--- config.mk ---
export PLATFORM = sky130hd
export DESIGN_NAME = hamming_weight_seq
export DESIGN_NICKNAME = d
export VERILOG_FILES = /design/src/rtl/hamming_pkg.sv /design/src/rtl/popcount_chunk.sv /design/src/rtl/hamming_weight_seq.sv
export SDC_FILE = /design/constraint.sdc
export NUM_CORES = 1
export LEC_CHECK = 0
export ABC_AREA = 1
export CAP_MARGIN = 20
export CORE_ASPECT_RATIO = 0.75
export CORE_MARGIN = 4
export CORE_UTILIZATION = 48
export DETAILED_ROUTE_END_ITERATION = 8
export PLACE_DENSITY_LB_ADDON = 0.15
export SKIP_LAST_GASP = 1
export SLEW_MARGIN = 0
export SYNTH_ARGS = -nofsm -noshare
export SYNTH_HDL_FRONTEND = slang
export SYNTH_SLANG_ARGS = --single-unit
--- constraint.sdc ---
create_clock -name clk -period 4.6 [get_ports clk]
set_input_delay 0.92 -clock clk [delete_from_list [all_inputs] [get_ports clk]]
set_output_delay 0.92 -clock clk [all_outputs]
set_load 0.05 [all_outputs]
--- src/rtl/hamming_pkg.sv ---
// Shared definitions for the Hamming weight / distance unit.
// Holds the FSM state encoding, the operation mode encoding and a small
// width helper used to size counters that must stay at least one bit wide.
package hamming_pkg;

  typedef enum logic [1:0] {
    S_IDLE = 2'd0,
    S_RUN  = 2'd1,
    S_DONE = 2'd2
  } state_e;

  localparam logic MODE_WEIGHT = 1'b0;
  localparam logic MODE_DIST   = 1'b1;

  // Index width for a counter of n values; never collapses to zero bits.
  function automatic int unsigned idx_w(input int unsigned n);
    return (n > 1) ? $clog2(n) : 1;
  endfunction

endpackage

--- src/rtl/popcount_chunk.sv ---
// Purpose: combinational population count of CHUNK bits as a balanced adder tree.
// Latency: zero cycles (pure combinational).
// Backpressure: none; output follows input continuously.
// Ports: bits_i - bits to count; count_o - number of ones in bits_i.
module popcount_chunk #(
  parameter  int unsigned CHUNK = 8,
  localparam int unsigned OUT_W = $clog2(CHUNK + 1)
) (
  input  logic [CHUNK-1:0] bits_i,
  output logic [OUT_W-1:0] count_o
);

  // Tree is stored as an implicit binary heap: node k has children 2k+1 and
  // 2k+2, leaves occupy the last LEAVES slots. Leaves beyond CHUNK are tied
  // to zero so the tree is always complete. Every partial sum is bounded by
  // CHUNK, so one width (OUT_W) suffices at every level.
  localparam int unsigned LEAVES = 1 << $clog2(CHUNK);
  localparam int unsigned NODES  = 2 * LEAVES - 1;

  logic [OUT_W-1:0] node [NODES];

  for (genvar i = 0; i < LEAVES; i++) begin : g_leaf
    if (i < CHUNK) begin : g_bit
      assign node[LEAVES-1+i] = OUT_W'(bits_i[i]);
    end else begin : g_pad
      assign node[LEAVES-1+i] = '0;
    end
  end

  for (genvar k = 0; k < LEAVES - 1; k++) begin : g_add
    assign node[k] = node[2*k+1] + node[2*k+2];
  end

  assign count_o = node[0];

endmodule

--- src/rtl/hamming_weight_seq.sv ---
// Purpose: multi-cycle Hamming weight of a (mode=0) or Hamming distance a^b (mode=1), plus parity.
// Latency: start accepted at edge E0, done pulses in the cycle after edge E0+BEATS; busy for BEATS cycles.
// Backpressure: start is only accepted in IDLE or DONE; start during RUN is dropped.
// Ports: clk/rst (sync, active-high); start, mode, a, b request; busy, done status;
//        weight/parity hold the last completed result until the next final beat.
module hamming_weight_seq
  import hamming_pkg::*;
#(
  parameter  int unsigned WIDTH = 32,
  parameter  int unsigned CHUNK = 8,
  localparam int unsigned BEATS = WIDTH / CHUNK,
  localparam int unsigned CNT_W = $clog2(WIDTH + 1)
) (
  input  logic             clk,
  input  logic             rst,
  input  logic             start,
  input  logic             mode,
  input  logic [WIDTH-1:0] a,
  input  logic [WIDTH-1:0] b,
  output logic             busy,
  output logic             done,
  output logic [CNT_W-1:0] weight,
  output logic             parity
);

  localparam int unsigned PC_W   = $clog2(CHUNK + 1);
  localparam int unsigned BEAT_W = idx_w(BEATS);

  if ((CHUNK < 1) || (CHUNK > WIDTH) || ((WIDTH % CHUNK) != 0)) begin : g_bad_param
    $error("hamming_weight_seq: WIDTH must be a positive multiple of CHUNK");
  end

  state_e             state_q,  state_d;
  logic [WIDTH-1:0]   shift_q,  shift_d;
  logic [BEAT_W-1:0]  beat_q,   beat_d;
  logic [CNT_W-1:0]   acc_q,    acc_d;
  logic [CNT_W-1:0]   weight_q, weight_d;
  logic               parity_q, parity_d;

  logic [WIDTH-1:0]   operand;
  logic [PC_W-1:0]    chunk_cnt;
  logic [CNT_W-1:0]   acc_sum;
  logic               last_beat;

  // Only the low CHUNK bits of the shift register are counted each beat.
  popcount_chunk #(
    .CHUNK (CHUNK)
  ) u_popcount (
    .bits_i  (shift_q[CHUNK-1:0]),
    .count_o (chunk_cnt)
  );

  always_comb begin
    operand = a;
    case (mode)
      MODE_WEIGHT: operand = a;
      MODE_DIST:   operand = a ^ b;
      default:     operand = a;
    endcase
  end

  // Accumulator holds at most WIDTH, which CNT_W always covers.
  assign acc_sum   = acc_q + CNT_W'(chunk_cnt);
  assign last_beat = (beat_q == BEAT_W'(BEATS - 1));

  always_comb begin
    state_d  = state_q;
    shift_d  = shift_q;
    beat_d   = beat_q;
    acc_d    = acc_q;
    weight_d = weight_q;
    parity_d = parity_q;
    case (state_q)
      S_IDLE, S_DONE: begin
        if (start) begin
          state_d = S_RUN;
          shift_d = operand;
          acc_d   = '0;
          beat_d  = '0;
        end else begin
          state_d = S_IDLE;
        end
      end
      S_RUN: begin
        acc_d   = acc_sum;
        shift_d = shift_q >> CHUNK;
        beat_d  = beat_q + BEAT_W'(1);
        // Visible result only changes on the final beat; partial sums stay internal.
        if (last_beat) begin
          state_d  = S_DONE;
          weight_d = acc_sum;
          parity_d = acc_sum[0];
        end
      end
      default: state_d = S_IDLE;
    endcase
  end

  always_ff @(posedge clk) begin
    if (rst) begin
      state_q  <= S_IDLE;
      shift_q  <= '0;
      beat_q   <= '0;
      acc_q    <= '0;
      weight_q <= '0;
      parity_q <= 1'b0;
    end else begin
      state_q  <= state_d;
      shift_q  <= shift_d;
      beat_q   <= beat_d;
      acc_q    <= acc_d;
      weight_q <= weight_d;
      parity_q <= parity_d;
    end
  end

  assign busy   = (state_q == S_RUN);
  assign done   = (state_q == S_DONE);
  assign weight = weight_q;
  assign parity = parity_q;

endmodule

==> reports/qor.txt, run 1 <==
status -> finished clean
Resize count post-CTS -> 0
vias post-DR -> 2522
Synth Area in Compound Gates -> 0.126
Post-Syn Nets -> 464
DRT iter0 DRCs -> 92
post-route minimum period -> 3.41 ns
mux share of post-synthesis cell area -> 0
CTS tree -> yes
post-synth top area cell -> dfxtp_1
met3 GRT Util -> 0.0412
antenna-violating nets left -> 0
Psw -> 0.294 mW
predominant post-synthesis flop cell -> dfxtp_1
area of the multi-input gates -> 0.00146 mm^2
Post-synth EDFFs -> 0
Core Region -> 0.00538 mm^2
clock sinks -> 48
row count -> 23
share of layout cells above drive strength 1 -> 0.0399
most frequent cell after synthesis -> nand2_1
vias in the first global route -> 2297
Post-DP HPWL -> 4770 um
area delta synth->final -> 32.9%
fin crit share -> 0.741
crit path launch type -> flop
combinational power share -> 0.254
Synth Cell Area -> 0.00268 mm^2
post-detailed-routing wire length -> 6540 um
Yosys cell types -> 28
Ant. Diodes -> 0
met1 Use GR -> 0.272
# fillers -> 491
Peak VDD IR -> 0.160 mV
setup slack after layout -> 1.19 ns
Post-Synth XOR/XNOR Area -> 0.0817
Fmax achieved -> 293 MHz
endpoints failing hold -> 0
DRC -> 0
CTS Buffer Depth -> 2
clk_lat worst skew -> 0.31 ns
WP data arrival -> 3.65 ns
power per cell area -> 287 mW/mm^2
fraction of the mapped netlist area in simple logic gates -> 0.266
Worst EP required -> 4.84 ns
vias per cell -> 4.79
Syn. warnings -> 0
initial antenna violation count -> 0
Commonest cells post-synth -> nand2_1 (81), nor2_1 (71), dfxtp_1 (48)
Max transition margin -> 0.660
Seq pwr share -> 0.444
reg2reg path depth -> 11
gpl congestion -> 0.779
Overall Power -> 1.02 mW
clock transition at the registers of the reported paths -> 0.09 ns
Leak Pwr -> 1.48 nW
Async SR Flop Fraction -> 0
Post-Syn Area per Cell -> 6.98 um^2
Die X -> 94.3 um
Most Crowded Layer GR -> met2
Int Pwr -> 0.730 mW
setup fix buffers added after clock tree synthesis -> 0
Root Driver -> clkbuf_8
setup_tns -> 0 ns
fin nets -> 530
GR Layer Usage met2 -> 0.309
RSZ-0062 raised after global routing -> no
ranking of synthesized cells by area -> dfxtp_1 (36%), nand2_1 (11%), nor2_1 (9.9%)
pin count of the biggest net entering global routing -> 43
Remaining Overflow, GRT -> 0
total CTS buffers -> 5
htree depth -> 2
# IOs -> 77
Avg WL per Cell -> 12.4 um
TritonRoute pass-1 iters -> 4
Syn Inst Count -> 384
Clk pwr share -> 0.302
Critical Path Fanout Max -> 2
Final setup viols -> 0
Worst Hold Class -> reg2reg
DP Worst Slack -> 1.19 ns
Final Max Slew Viols -> 0
Post-CTS Hold Buffers -> 0
Buffers on Ports -> 76
share of the synthesized area in the top cell type -> 0.358
sw frac -> 0.287
first-pass GRT wire length -> 10500 um
Die H -> 72.7 um
FF+latch count, synth -> 48
largest family of logic cells by synthesized area -> simple AND/OR/NAND/NOR gates
Synth Area in Adders -> 0.0700
critical setup path kind -> reg2reg
Worst-Margin Slew -> 0.509 ns
Starting Density -> 0.498
die footprint -> 0.00686 mm^2
Reg area -> 961 um^2
max_cap viols -> 0
hold-critical path depth -> 1
Setup Skew -> 0.00776 ns
GRT Total Usage -> 0.195
critical path capture point type -> flop
Seq/Total Area, Yosys -> 0.358
[final timing paths]
path | from | slack [ns] | to
min reg2reg | beat_q[0] | 0.47 | beat_q[0]
max | shift_q[0] | 1.19 | acc_q[4]
max reg2reg | shift_q[0] | 1.19 | acc_q[4]
min | beat_q[0] | 0.47 | beat_q[0]
[kinds of logic (layout without fill, tap and decap cells)]
group / Yosys count / after routing
AOI/OAI and AO/OA: 62 / 62
DFF: 48 / 48
and+or+nand+nor: 177 / 177
buffers and inverters: 60 / 127
adders and majority gates: 12 / 12
xor gates and xnor gates: 25 / 25
[sequential cells by signal, indices dropped and copies added (netlist names)]
name     flops
shift_q     32
weight       6
state_q      2
beat_q       2
acc_q        6
[power groups by stage]
stage | clock, mW | combinational, mW | sequential, mW
finish | 0.309 | 0.260 | 0.455
global route | 0.331 | 0.295 | 0.457
CTS | 0.315 | 0.262 | 0.455
detailed placement | 0 | 0.258 | 0.464
global placement | 0 | 0.251 | 0.463
floorplan | 0 | 0.163 | 0.462
[layer usage]
metal | up-vias | share of wire
met5 | - | 0
met4 | 0 | 0.011
met3 | 7 | 0.073
met2 | 78 | 0.42
met1 | 1101 | 0.50
li1 | 1336 | -
[placed cells by master (no fill, tap or decap), drive strengths merged, types with 7 or more instances in the layout]
master,synthesis,routed
a21oi,28,28
clkdlybuf4s50,0,76
dfxtp,48,48
ha,7,7
inv,40,40
nand2,84,84
nand3,15,15
nor2,71,71
o21ai,16,16
o22ai,11,11
xor2,22,22
[stage by stage]
stage | hold slack (ns) | cell area [um^2] | instances | util
after floorplan | 0.429 | 2680 | 384 | -
after global placement | 0.448 | 3450 | 518 | 0.640
after detailed placement | 0.453 | 3450 | 518 | 0.640
after CTS | 0.468 | 3560 | 526 | 0.662
after global routing | 0.496 | 3560 | 526 | 0.662
final | 0.468 | 3560 | 526 | 0.662
[worst max-delay path, stage by stage (launching register included)]
cell	delay (ns)
dfxtp_1	0.33
fa_1	0.54
inv_1	0.05
fa_1	0.51
fa_1	0.43
fa_1	0.42
fa_1	0.41
nand3b_1	0.17
nand2_1	0.08
xor2_1	0.21
nand2_1	0.07
a21oi_1	0.13
[cell type report]
class / count / area share
multi-input combinational: 276 / 0.409
clock inverter: 3 / 0.0133
inverter: 40 / 0.0421
clock buffer: 5 / 0.0193
timing repair buffer: 79 / 0.220
tap: 75 / 0.0263
sequential: 48 / 0.270
No activity file was read; power rests on OpenSTA's default activity.
==> run 2: changes to the inputs <==
--- a/config.mk
+++ b/config.mk
@@ -9,7 +9,7 @@
 export CAP_MARGIN = 20
 export CORE_ASPECT_RATIO = 0.75
 export CORE_MARGIN = 4
-export CORE_UTILIZATION = 48
+export CORE_UTILIZATION = 43
 export DETAILED_ROUTE_END_ITERATION = 8
 export PLACE_DENSITY_LB_ADDON = 0.15
 export SKIP_LAST_GASP = 1
==> constraint.sdc (replaced) <==
create_clock -name clk -period 2.8 [get_ports clk]
set_input_delay 0.56 -clock clk [delete_from_list [all_inputs] [get_ports clk]]
set_output_delay 0.56 -clock clk [all_outputs]
set_load 0.05 [all_outputs]
==> run 2 against run 1 <==
The flow now finishes with violations (setup timing). Utilization shrank 5.4 points. Die area increased by 10%. Combinational power increased by 75%. Global-route usage is 2.3 points lower. First-iteration DRC count grew 8.7%. Routed wire length down 0.15%. Fmax grew 4.7%. Critical path type unchanged. Highest routed layer unchanged.
==> reports/qor.txt, run 2 (synthesis results as in run 1) <==
status -> finished with violations
failing checks -> setup timing
first-pass GRT wire length -> 10800 um
Worst EP required -> 3.03 ns
WP data arrival -> 3.49 ns
# IOs -> 77
TritonRoute pass-1 iters -> 4
r2r setup slk -> -0.45 ns
Leak Pwr -> 1.49 nW
RR Startpoint -> shift_q[0]
R2R Path End -> acc_q[4]
Overall Power -> 1.63 mW
commonest non-fill, non-tap cell in the layout -> nand2_1
crit path launch type -> flop
post-route insts no fill -> 532
Final setup viols -> 10
Critical Path Fanout Max -> 2
Avg WL per Cell -> 12.3 um
die footprint -> 0.00758 mm^2
Largest register FFs -> 32
clock transition at the registers of the reported paths -> 0.09 ns
fin crit share -> 1.16
vias in the first global route -> 2406
CTS Buffer Depth -> 2
post-route minimum period -> 3.25 ns
# fillers -> 551
htree depth -> 2
pin count of the biggest net entering global routing -> 43
Post-CTS Hold Buffers -> 0
gpl congestion -> 0.877
antenna-violating nets left -> 0
Fmax achieved -> 307 MHz
critical setup path kind -> reg2reg
area delta synth->final -> 34.0%
Peak VDD IR -> 0.207 mV
DRC -> 0
Core Region -> 0.00592 mm^2
Final Max Slew Viols -> 0
clock sinks -> 48
most frequent cells in the layout -> nand2_1 (81), clkdlybuf4s50_1 (76), nor2_1 (71), dfxtp_1 (47), inv_1 (36)
Starting Density -> 0.453
Remaining Overflow, GRT -> 0
Ant. Diodes -> 0
post-detailed-routing wire length -> 6530 um
hold-critical path depth -> 2
CP Capture Point -> acc_q[4]
fin nets -> 533
max_cap viols -> 0
initial antenna violation count -> 0
Post-DP HPWL -> 4800 um
Root Driver -> clkbuf_8
vias per cell -> 4.77
critical path capture point type -> flop
share of layout cells above drive strength 1 -> 0.0617
Critical path origin -> shift_q[0]
GRT Total Usage -> 0.172
setup slack after layout -> -0.454 ns
Worst-Margin Slew -> 0.538 ns
Buffers on Ports -> 76
row count -> 24
Setup Skew -> 0.00492 ns
DRT iter0 DRCs -> 100
Worst Hold Class -> reg2reg
placed insts -> 523
Biggest register -> shift_q
clk_lat worst skew -> 0.30 ns
Max transition margin -> 0.640
power per cell area -> 455 mW/mm^2
endpoints failing hold -> 0
total CTS buffers -> 5
Reg area -> 962 um^2
Die X -> 99.2 um
reg2reg path depth -> 11
area of the multi-input gates -> 0.00148 mm^2
hold_ws -> 0.466 ns
RSZ-0062 raised after global routing -> yes
vias post-DR -> 2540
Die H -> 76.4 um
CTS tree -> yes
## run 2: layout make-up
| class | count | area share |
|---|---|---|
| Multi-Input combinational cell | 276 | 0.412 |
| Sequential cell | 48 | 0.268 |
| Timing Repair Buffer | 82 | 0.224 |
| Inverter | 40 | 0.0418 |
| Tap cell | 78 | 0.0272 |
| Clock buffer | 6 | 0.0230 |
| Clock inverter | 2 | 0.00418 |
## run 2: layer usage
| layer | global-route usage | wire length (um) | up-vias |
|---|---|---|---|
| met5 | 0 | 0 | - |
| met4 | 0.0368 | 47 | 0 |
| met2 | 0.279 | 2820 | 64 |
| met3 | 0.0403 | 431 | 5 |
| li1 | - | - | 1338 |
| met1 | 0.234 | 3230 | 1133 |
## run 2: repair_timing
item / in CTS / in global routing
pin swaps: 2 / 0
endpoints found under the setup margin: 9 / 10
cloned: 0 / 0
buffers inserted: 1 / 0
gates resized for setup: 3 / 1
## run 2: worst min path at each step
stage	from	endpoint
3_5_place_dp	beat_q[0]	beat_q[0]
2_1_floorplan	beat_q[0]	beat_q[0]
4_1_cts	beat_q[0]	beat_q[0]
3_3_place_gp	shift_q[26]	shift_q[26]
6_report	beat_q[1]	beat_q[1]
5_1_grt	beat_q[0]	beat_q[0]
## run 2: worst max-delay path, cell delays in order (launching register included)
cell and delay, ns:
dfxtp_2 0.34, fa_1 0.54, inv_1 0.05, fa_1 0.49
fa_1 0.43, fa_2 0.37, fa_2 0.34, nand3b_1 0.16
nand2_1 0.09, xor2_1 0.19, nand2_1 0.07, a21oi_1 0.11
## run 2: power by group
group          internal, mW  switching [mW]
logic                 0.223           0.232
registers             0.728          0.0193
clock network         0.200           0.232
## run 2: stage by stage
step | instance area, um^2 | setup WS, ns | utilization | setup TNS, ns
3_5_place_dp | 3470 | -0.409 | 0.587 | -1.95
6_report | 3590 | -0.454 | 0.607 | -2.41
2_1_floorplan | 2690 | -0.315 | - | -0.956
3_3_place_gp | 3470 | -0.373 | 0.587 | -1.58
4_1_cts | 3590 | -0.457 | 0.607 | -2.45
5_1_grt | 3590 | -0.567 | 0.607 | -3.49
